File: src/rtl/ddr_wr_burst_gen.sv
// Write burst generator for one arbiter port: drains an FWFT pixel FIFO into a
// rotating set of linear frame buffers as bursts of up to BURST_LEN beats.
module ddr_wr_burst_gen #(
    parameter logic [31:0] BASE_ADDR    = 32'h0000_0000,
    parameter logic [31:0] FRAME_WORDS  = 32'd64800,
    parameter logic [31:0] FRAME_STRIDE = 32'h0020_0000,
    parameter int          NUM_FRAMES   = 3,
    parameter logic [9:0]  BURST_LEN    = 10'd64,
    parameter logic [31:0] ADDR_INC     = 32'd8,
    parameter int          CNT_W        = 11
) (
    input  logic             ui_clk,
    input  logic             ui_rst,
    input  logic             frame_start,
    input  logic [CNT_W-1:0] fifo_rd_count,
    output logic             fifo_rd_en,
    input  logic [255:0]     fifo_rd_data,
    output logic             wr_burst_req,
    output logic [31:0]      wr_burst_addr,
    output logic [9:0]       wr_burst_len,
    input  logic             wr_ready,
    input  logic             wr_fifo_re,
    output logic [255:0]     wr_fifo_data,
    input  logic             wr_burst_finish,
    output logic [2:0]       wr_frame_idx,
    output logic             frame_done,
    output logic             err_underrun,
    output logic             err_len
);

    typedef enum logic [1:0] {
        IDLE      = 2'd0,
        WAIT_DATA = 2'd1,
        REQ       = 2'd2,
        DONE      = 2'd3
    } state_t;

    localparam logic [2:0] LAST_IDX = 3'(NUM_FRAMES - 1);

    state_t      state_q, state_d;
    logic [2:0]  idx_q, idx_d;
    logic        first_q, first_d;
    logic        pending_q, pending_d;
    logic [31:0] offset_q, offset_d;
    logic [31:0] beats_left_q, beats_left_d;
    logic        req_q, req_d;
    logic [31:0] addr_q, addr_d;
    logic [9:0]  len_q, len_d;
    logic [9:0]  beat_cnt_q, beat_cnt_d;
    logic        frame_done_q, frame_done_d;
    logic [2:0]  wr_frame_idx_q, wr_frame_idx_d;
    logic        err_underrun_q, err_underrun_d;
    logic        err_len_q, err_len_d;

    logic [9:0]  len_next;
    logic [9:0]  beat_cnt_inc;
    logic [31:0] frame_base;
    logic [31:0] count_ext;
    logic [31:0] beats_after;
    logic        unused_wr_ready;

    assign unused_wr_ready = wr_ready;

    always_comb begin
        len_next     = (beats_left_q < {22'd0, BURST_LEN}) ? beats_left_q[9:0] : BURST_LEN;
        frame_base   = {29'd0, idx_q} * FRAME_STRIDE;
        count_ext    = 32'(fifo_rd_count);
        beats_after  = beats_left_q - {22'd0, len_q};
        // Saturate so a runaway pop stream cannot wrap back to a matching count.
        beat_cnt_inc = (wr_fifo_re && (beat_cnt_q != 10'h3FF)) ? beat_cnt_q + 10'd1 : beat_cnt_q;
    end

    always_comb begin
        state_d        = state_q;
        idx_d          = idx_q;
        first_d        = first_q;
        pending_d      = pending_q;
        offset_d       = offset_q;
        beats_left_d   = beats_left_q;
        req_d          = req_q;
        addr_d         = addr_q;
        len_d          = len_q;
        beat_cnt_d     = beat_cnt_inc;
        frame_done_d   = 1'b0;
        wr_frame_idx_d = wr_frame_idx_q;
        err_underrun_d = err_underrun_q;
        err_len_d      = err_len_q;

        if (wr_fifo_re && (fifo_rd_count == '0)) begin
            err_underrun_d = 1'b1;
        end
        if (wr_fifo_re && (state_q != REQ)) begin
            err_len_d = 1'b1;
        end
        // A start request arriving mid-frame (including during DONE) waits its turn.
        if (frame_start && (state_q != IDLE)) begin
            pending_d = 1'b1;
        end

        case (state_q)
            IDLE: begin
                if (frame_start || pending_q) begin
                    state_d      = WAIT_DATA;
                    pending_d    = 1'b0;
                    beats_left_d = FRAME_WORDS;
                    offset_d     = 32'd0;
                    first_d      = 1'b0;
                    if (first_q) begin
                        idx_d = 3'd0;
                    end else begin
                        idx_d = (idx_q == LAST_IDX) ? 3'd0 : idx_q + 3'd1;
                    end
                end
            end
            WAIT_DATA: begin
                if (count_ext >= {22'd0, len_next}) begin
                    state_d    = REQ;
                    req_d      = 1'b1;
                    addr_d     = BASE_ADDR + frame_base + offset_q;
                    len_d      = len_next;
                    beat_cnt_d = 10'd0;
                end
            end
            REQ: begin
                if (wr_burst_finish) begin
                    req_d        = 1'b0;
                    offset_d     = offset_q + ({22'd0, len_q} * ADDR_INC);
                    beats_left_d = beats_after;
                    if (beat_cnt_inc != len_q) begin
                        err_len_d = 1'b1;
                    end
                    if (beats_after != 32'd0) begin
                        state_d = WAIT_DATA;
                    end else begin
                        state_d        = DONE;
                        frame_done_d   = 1'b1;
                        wr_frame_idx_d = idx_q;
                    end
                end
            end
            DONE: begin
                state_d = IDLE;
            end
            default: begin
                state_d = IDLE;
            end
        endcase
    end

    always_ff @(posedge ui_clk or posedge ui_rst) begin
        if (ui_rst) begin
            state_q        <= IDLE;
            idx_q          <= 3'd0;
            first_q        <= 1'b1;
            pending_q      <= 1'b0;
            offset_q       <= 32'd0;
            beats_left_q   <= 32'd0;
            req_q          <= 1'b0;
            addr_q         <= 32'd0;
            len_q          <= 10'd0;
            beat_cnt_q     <= 10'd0;
            frame_done_q   <= 1'b0;
            wr_frame_idx_q <= LAST_IDX;
            err_underrun_q <= 1'b0;
            err_len_q      <= 1'b0;
        end else begin
            state_q        <= state_d;
            idx_q          <= idx_d;
            first_q        <= first_d;
            pending_q      <= pending_d;
            offset_q       <= offset_d;
            beats_left_q   <= beats_left_d;
            req_q          <= req_d;
            addr_q         <= addr_d;
            len_q          <= len_d;
            beat_cnt_q     <= beat_cnt_d;
            frame_done_q   <= frame_done_d;
            wr_frame_idx_q <= wr_frame_idx_d;
            err_underrun_q <= err_underrun_d;
            err_len_q      <= err_len_d;
        end
    end

    // Beat path is a straight wire: the arbiter pops the FIFO head directly.
    assign fifo_rd_en    = wr_fifo_re;
    assign wr_fifo_data  = fifo_rd_data;
    assign wr_burst_req  = req_q;
    assign wr_burst_addr = addr_q;
    assign wr_burst_len  = len_q;
    assign wr_frame_idx  = wr_frame_idx_q;
    assign frame_done    = frame_done_q;
    assign err_underrun  = err_underrun_q;
    assign err_len       = err_len_q;

endmodule

File: config.mk
export PLATFORM = sky130hd
export DESIGN_NAME = ddr_wr_burst_gen
export DESIGN_NICKNAME = d
export VERILOG_FILES = /design/src/rtl/ddr_wr_burst_gen.sv
export SDC_FILE = /design/constraint.sdc
export NUM_CORES = 1
export LEC_CHECK = 0
export ABC_AREA = 0
export CAP_MARGIN = 20
export CORE_AREA = 2 2 228 230
export CTS_BUF_LIST = sky130_fd_sc_hd__clkbuf_8
export DETAILED_ROUTE_END_ITERATION = 10
export DIE_AREA = 0 0 230 232
export PLACE_DENSITY = 0.57
export SKIP_CTS_REPAIR_TIMING = 1
export SLEW_MARGIN = 20
export SYNTH_ARGS = -nofsm -noshare
export SYNTH_HDL_FRONTEND = slang
export SYNTH_SLANG_ARGS = --single-unit
export TNS_END_PERCENT = 100
File: constraint.sdc
create_clock -name ui_clk -period 5.18 [get_ports ui_clk]
set_input_delay 0.777 -clock ui_clk [delete_from_list [all_inputs] [get_ports ui_clk]]
set_output_delay 0.777 -clock ui_clk [all_outputs]
set_load 0.01 [all_outputs]
======== Yosys cells after proc, flatten, opt, wreduce, memory -nomap -nowiden ========
Cells that the tools add are included.
Widths: inputs -> output; s select.
storage, ports and cells
  bits in registers ....................... 130
  RAM bits ................................ 0
  output and inout port bits .............. 306
  bits in latches ......................... 0
  ROM bits ................................ 0
  memories kept ........................... 0
  input port bits ......................... 273
  word-level logic and storage cells ...... 79
operators by class
  $lt $le $gt $ge ......................... 2
  div/mod/pow operators ................... 0
  add/sub/neg operators ................... 5
  bitwise gates (word level) .............. 1
  mux-type cells .......................... 30
  multiply operators ...................... 0
  shift-type cells ........................ 0
  reductions and logical operators ........ 17
  equality and inequality tests ........... 10
operators by type and width
  operator               count
  $mux 32                4
  $pmux 32 s2            2
  $mux 10                4
  $add 24x32->32         1
  $add 32x13->32         1
  $lt 32x7->1 const B    1
  $reduce_bool 32->1     1
  $sub 32x10->32         1
  $mux 1                 12
  $reduce_and 3->1       4
  $ge 11x10->1           1
  $logic_not 11->1       1
  $add 10x1->10 const B  1
  $ne 10x10->1           1
  $ne 10x10->1 const B   1
  $mux 2                 4
  $ne 2x2->1 const B     4
  $pmux 2 s4             1
  $mux 3                 2
  $reduce_bool 2->1      3
  $eq 2x2->1 const B     2
  $logic_and 1x1->1      4
  $reduce_and 2->1       2
  $add 3x1->3 const B    1
  6 further kinds        6

======== Depth between registers and ports, before layout ========
  word-level depth ........................ 7
  mapped depth ............................ 16
  gate-level depth less buffers ........... 13

======== Worst setup path after synthesis ========
Ideal clock, no wire load.
  path type ............................... register to register
  start point ............................. register beats_left_q[12]
  end point ............................... register addr_q[17], in the netlist wr_burst_addr[17]
  path buffers ............................ 3
  cell stages (with the launch flop) ...... 17
  setup time .............................. 0.125 ns
  arrival time ............................ 3.775 ns
  slack ................................... 1.281 ns
  period minus slack after synthesis ...... 3.899 ns
  cells stage by stage .................... dfrtp_1 buf_6 nor4_1 nand4_1 nor3_1 nand2_1 ha_1 a21oi_1 nor2b_1 o21ai_0 a21oi_1 o41ai_1 o21ai_0 nand2b_1 clkbuf_1 clkbuf_1 mux2_2
between the ends
  longest elaborated chain between the ends .. 4
RTL lines
  what                        RTL line  text
  start: declaration          45        logic [31:0] beats_left_q, beats_left_d;
  start signal: assignment    172       beats_left_q <= beats_left_d;
  $lt 32x7->1                 65        len_next = (beats_left_q < {22'd0, BURST_LEN}) ? beats_left_q[9:0] : BURST_LEN;
  $mux 10                     65
  $ge 11x10->1                116       if (count_ext >= {22'd0, len_next}) begin
  $reduce_and 2->1 (no line)  --
  end signal: assignment      174       addr_q <= addr_d;
  end: declaration            47        logic [31:0] addr_q, addr_d;
Every way passes these cells.
A chain may end at the register's enable or synchronous reset.

======== Worst setup path in the final report ========
  start point ............................. register beats_left_q[15]
  end point ............................... register beat_cnt_q[6]
between the ends
  longest elaborated chain between the ends .. 5
RTL lines
  what                     RTL line  text
  $lt 32x7->1              65
  $mux 10                  65
  $ge 11x10->1             116
  $mux 10                  116
  $mux 10                  100       case (state_q)
  named net beat_cnt_d[6]  49        logic [9:0] beat_cnt_q, beat_cnt_d;
  end signal: assignment   176       beat_cnt_q <= beat_cnt_d;
  end: declaration         49
The timed path passes the listed nets, and every way through them passes these cells.

==> summary.txt <==
Status
  – Status: finished clean

Cells and area
  – Diodes inserted: 0
  – Fraction of layout cells with a size suffix above 1: 0.0985
  – Commonest non-fill, non-tap cell in the layout: dfrtp_1
  – Commonest non-fill, non-tap cells in the layout: dfrtp_1, o21ai_0, nor2_1
  – P&R area growth vs syn: -1.01%
  – Final nets: approximately 1,200
  – Final Util: 0.183

Synth
  – Yosys warning count: 0
  – Seq/Total Area, Yosys: 0.330
  – Primary FF master, synth: dfrtp_1
  – Post-synthesis average cell area: 8.73 um^2
  – Cells after Synth: 1,077
  – Synth async-reset ratio: 1.00
  – Mapped Area: 9400 um^2
  – Netlist cell types: 70
  – #FFs+latches synth: around 120
  – EDFF count, synth: 0

Route
  – Drc violations: 0
  – DRT Wirelength: 25,900 um
  – Drt pass-1 iters: 5
  – Post-DRT Antenna Nets: 0
  – Iter 0 DRT Violations: 439
  – Top layer in use: met4
  – Via/cell ratio: 4.25
  – DRT met1 WL: around 11,000 um
  – Metal3 WL: 2790 um
  – Average wire per standard cell: 16.5 um
  – Vias after detailed routing: 6,686
  – Routed wl met2: 11,600 um

Floorplanning
  – Die ar.: 53,400 um^2
  – Initial Utilization: 0.185
  – Die Height: 232 um
  – Rows: 83
  – Core area: ~51,000 um^2
  – IO Count: 579
  – Chip Width: 230 um

Clock network
  – CTS clk-pin slew, worst paths: approximately 0.080 ns
  – Clock latency on the worst-skew pair: 0.46 ns
  – H-tree depth: 4
  – Cts bufs inserted: 17
  – Worst-case clock buffer depth: 2
  – CTS tree: yes
  – Clk root buf: clkbuf_8
  – Clock sink total: between 100 and 150

Timing
  – Maximum clock frequency: 0.242 GHz
  – Final worst path period share: 0.797
  – Final worst path period need: between 4 and 5 ns
  – Count of final hold-check violations: 0
  – Slew HR: 0.489
  – Final Skew: 0.0235 ns
  – Setup TNS after final layout: 0 ns
  – Final setup viols: 0
  – RSZ-0062 raised after global routing: false
  – Slew Viols, Final: 0
  – Slew @ Worst Pin: 0.761 ns

Critical path
  – Worst EP required: 5.50 ns
  – Crit path max fanout: 15
  – Critical Path End Type: register
  – Critical Path Start Type: register
  – CP Data Arrival Time: between 4 and 5 ns
  – Kind of critical path: reg2reg

Pwr
  – Worst vdd ir: 0.167 mV
  – Power Dens Cells: between 300 and 400 nW/um^2
  – Pleak: between 3 and 4 nW

Place
  – Post-detail-place hpwl: just under 20,000 um
  – GP Congestion: 0.858
  – Port bufs: 62

Worst hold path
  – HP Class: reg2reg

Flow run
  – Max Cap Viol: 0

Global routing
  – Grt ovf: 0
  – Initial antenna violation count: 0
  – Vias in the first global route: approximately 6,700
  – Global-route wire length before repair: 40,000 um
  – Global Route Usage Sum: 0.0953
  – Largest net degree at the start of global routing: 57
-- critical path, stage by stage, from the launching register on --
cell and delay, ns:
dfrtp_1 0.48, nor4_1 0.64, nand4_1 0.28, nor3_1 0.20
buf_4 0.20, nand2_1 0.08, ha_1 0.27, a21oi_1 0.06
nor2b_1 0.10, o21ai_0 0.08, a21oi_1 0.13, o41ai_1 0.09
o21a_1 0.17, buf_4 0.20, nor2_2 0.61, buf_4 0.33
nor2_1 0.06
-- path summary, 6_finish.rpt --
check,cells past startpoint,start,end,slack (ns)
max,16,beats_left_q[15],beat_cnt_q[6],1.05
min,2,wr_burst_req,wr_burst_req,0.48
max reg2reg,16,beats_left_q[15],beat_cnt_q[6],1.05
min reg2reg,2,wr_burst_req,wr_burst_req,0.48
max in group asynchronous,3,ui_rst,beats_left_q[9],3.38
min in group asynchronous,2,ui_rst,wr_burst_addr[19],0.80
-- report_power, final --
part / internal (mW) / switching (mW) / leakage, nW
sequential: 1.04 / 0.0964 / 1.65
clock: 0.469 / 0.437 / 0.200
combinational: 0.355 / 0.599 / 1.77
-- metal layers --
| metal | track usage | vias to the layer above |
|---|---|---|
| met1 | 0.119 | 3244 |
| met2 | 0.146 | 334 |
| met3 | 0.0484 | 48 |
| met5 | 0.00184 | - |
| met4 | 0.0234 | 0 |
| li1 | - | 3060 |
-- sequential cells by signal, summed over array words and instances (netlist names), 2 cells and up --
signal,cells
offset_q,29
idx_q,3
state_q,2
wr_burst_addr,29
wr_burst_len,10
wr_frame_idx,3
beats_left_q,32
beat_cnt_q,10
-- logic make-up after synthesis --
kind of cell / Yosys count / share of synthesized area
AO/OA/AOI/OAI: 211 / 0.138
XOR/XNOR: 55 / 0.0512
adder cells (fa/ha/maj): 37 / 0.0516
buffers and inverters: 327 / 0.236
flip-flops: 124 / 0.330
multiplexers: 32 / 0.0375
other: 2 / 0.000799
AND/OR/NAND/NOR: 289 / 0.154
-- cells in the mapped netlist (5+ instances only) --
library cell | instances | area (um^2)
buf_4 | 260 | 1950
dfrtp_1 | 122 | 3050
o21ai_0 | 90 | 450
nor2_1 | 82 | 308
nand2_1 | 74 | 278
a21oi_1 | 45 | 225
xnor2_1 | 44 | 385
ha_1 | 34 | 425
inv_1 | 31 | 116
clkbuf_1 | 30 | 113
mux2_2 | 23 | 259
nor3_1 | 23 | 115
nor4_1 | 17 | 106
nand3_1 | 13 | 65.1
nand4_1 | 11 | 68.8
or3_1 | 11 | 68.8
xor2_1 | 11 | 96.3
o31ai_1 | 9 | 67.6
nor2b_1 | 8 | 50.1
o21a_1 | 7 | 52.6
or4_1 | 7 | 52.6
a21o_1 | 6 | 45.0
and3_1 | 6 | 37.5
mux2i_1 | 6 | 60.1
nand2b_1 | 6 | 37.5
a31oi_1 | 5 | 31.3
nor3b_1 | 5 | 37.5
nor4b_1 | 5 | 43.8
or2_2 | 5 | 31.3
-- layout make-up --
type	count	area, um^2
multi-input cells	630	4100
inverters	31	119
repair buffers	76	726
clock inverters	12	134
well taps	680	851
fillers	5741	41600
clock buffers	20	275
flip-flops and latches	124	3110
-- per-stage QoR --
| step | area [um^2] | total power, mW | setup slack [ns] | hold slack (ns) | instances |
|---|---|---|---|---|---|
| finish | 9310 | 3.00 | 1.05 | 0.481 | 1573 |
| global placement | 8900 | 2.10 | 0.951 | 0.468 | 1541 |
| floorplan | 9420 | 1.98 | 1.11 | 0.470 | 1081 |
| detailed placement | 8900 | 2.11 | 0.990 | 0.467 | 1541 |
| CTS | 9310 | 3.02 | 0.985 | 0.487 | 1573 |
| global route | 9310 | 3.18 | 0.683 | 0.509 | 1573 |
Note: power is estimated with default switching activity, not from simulation.
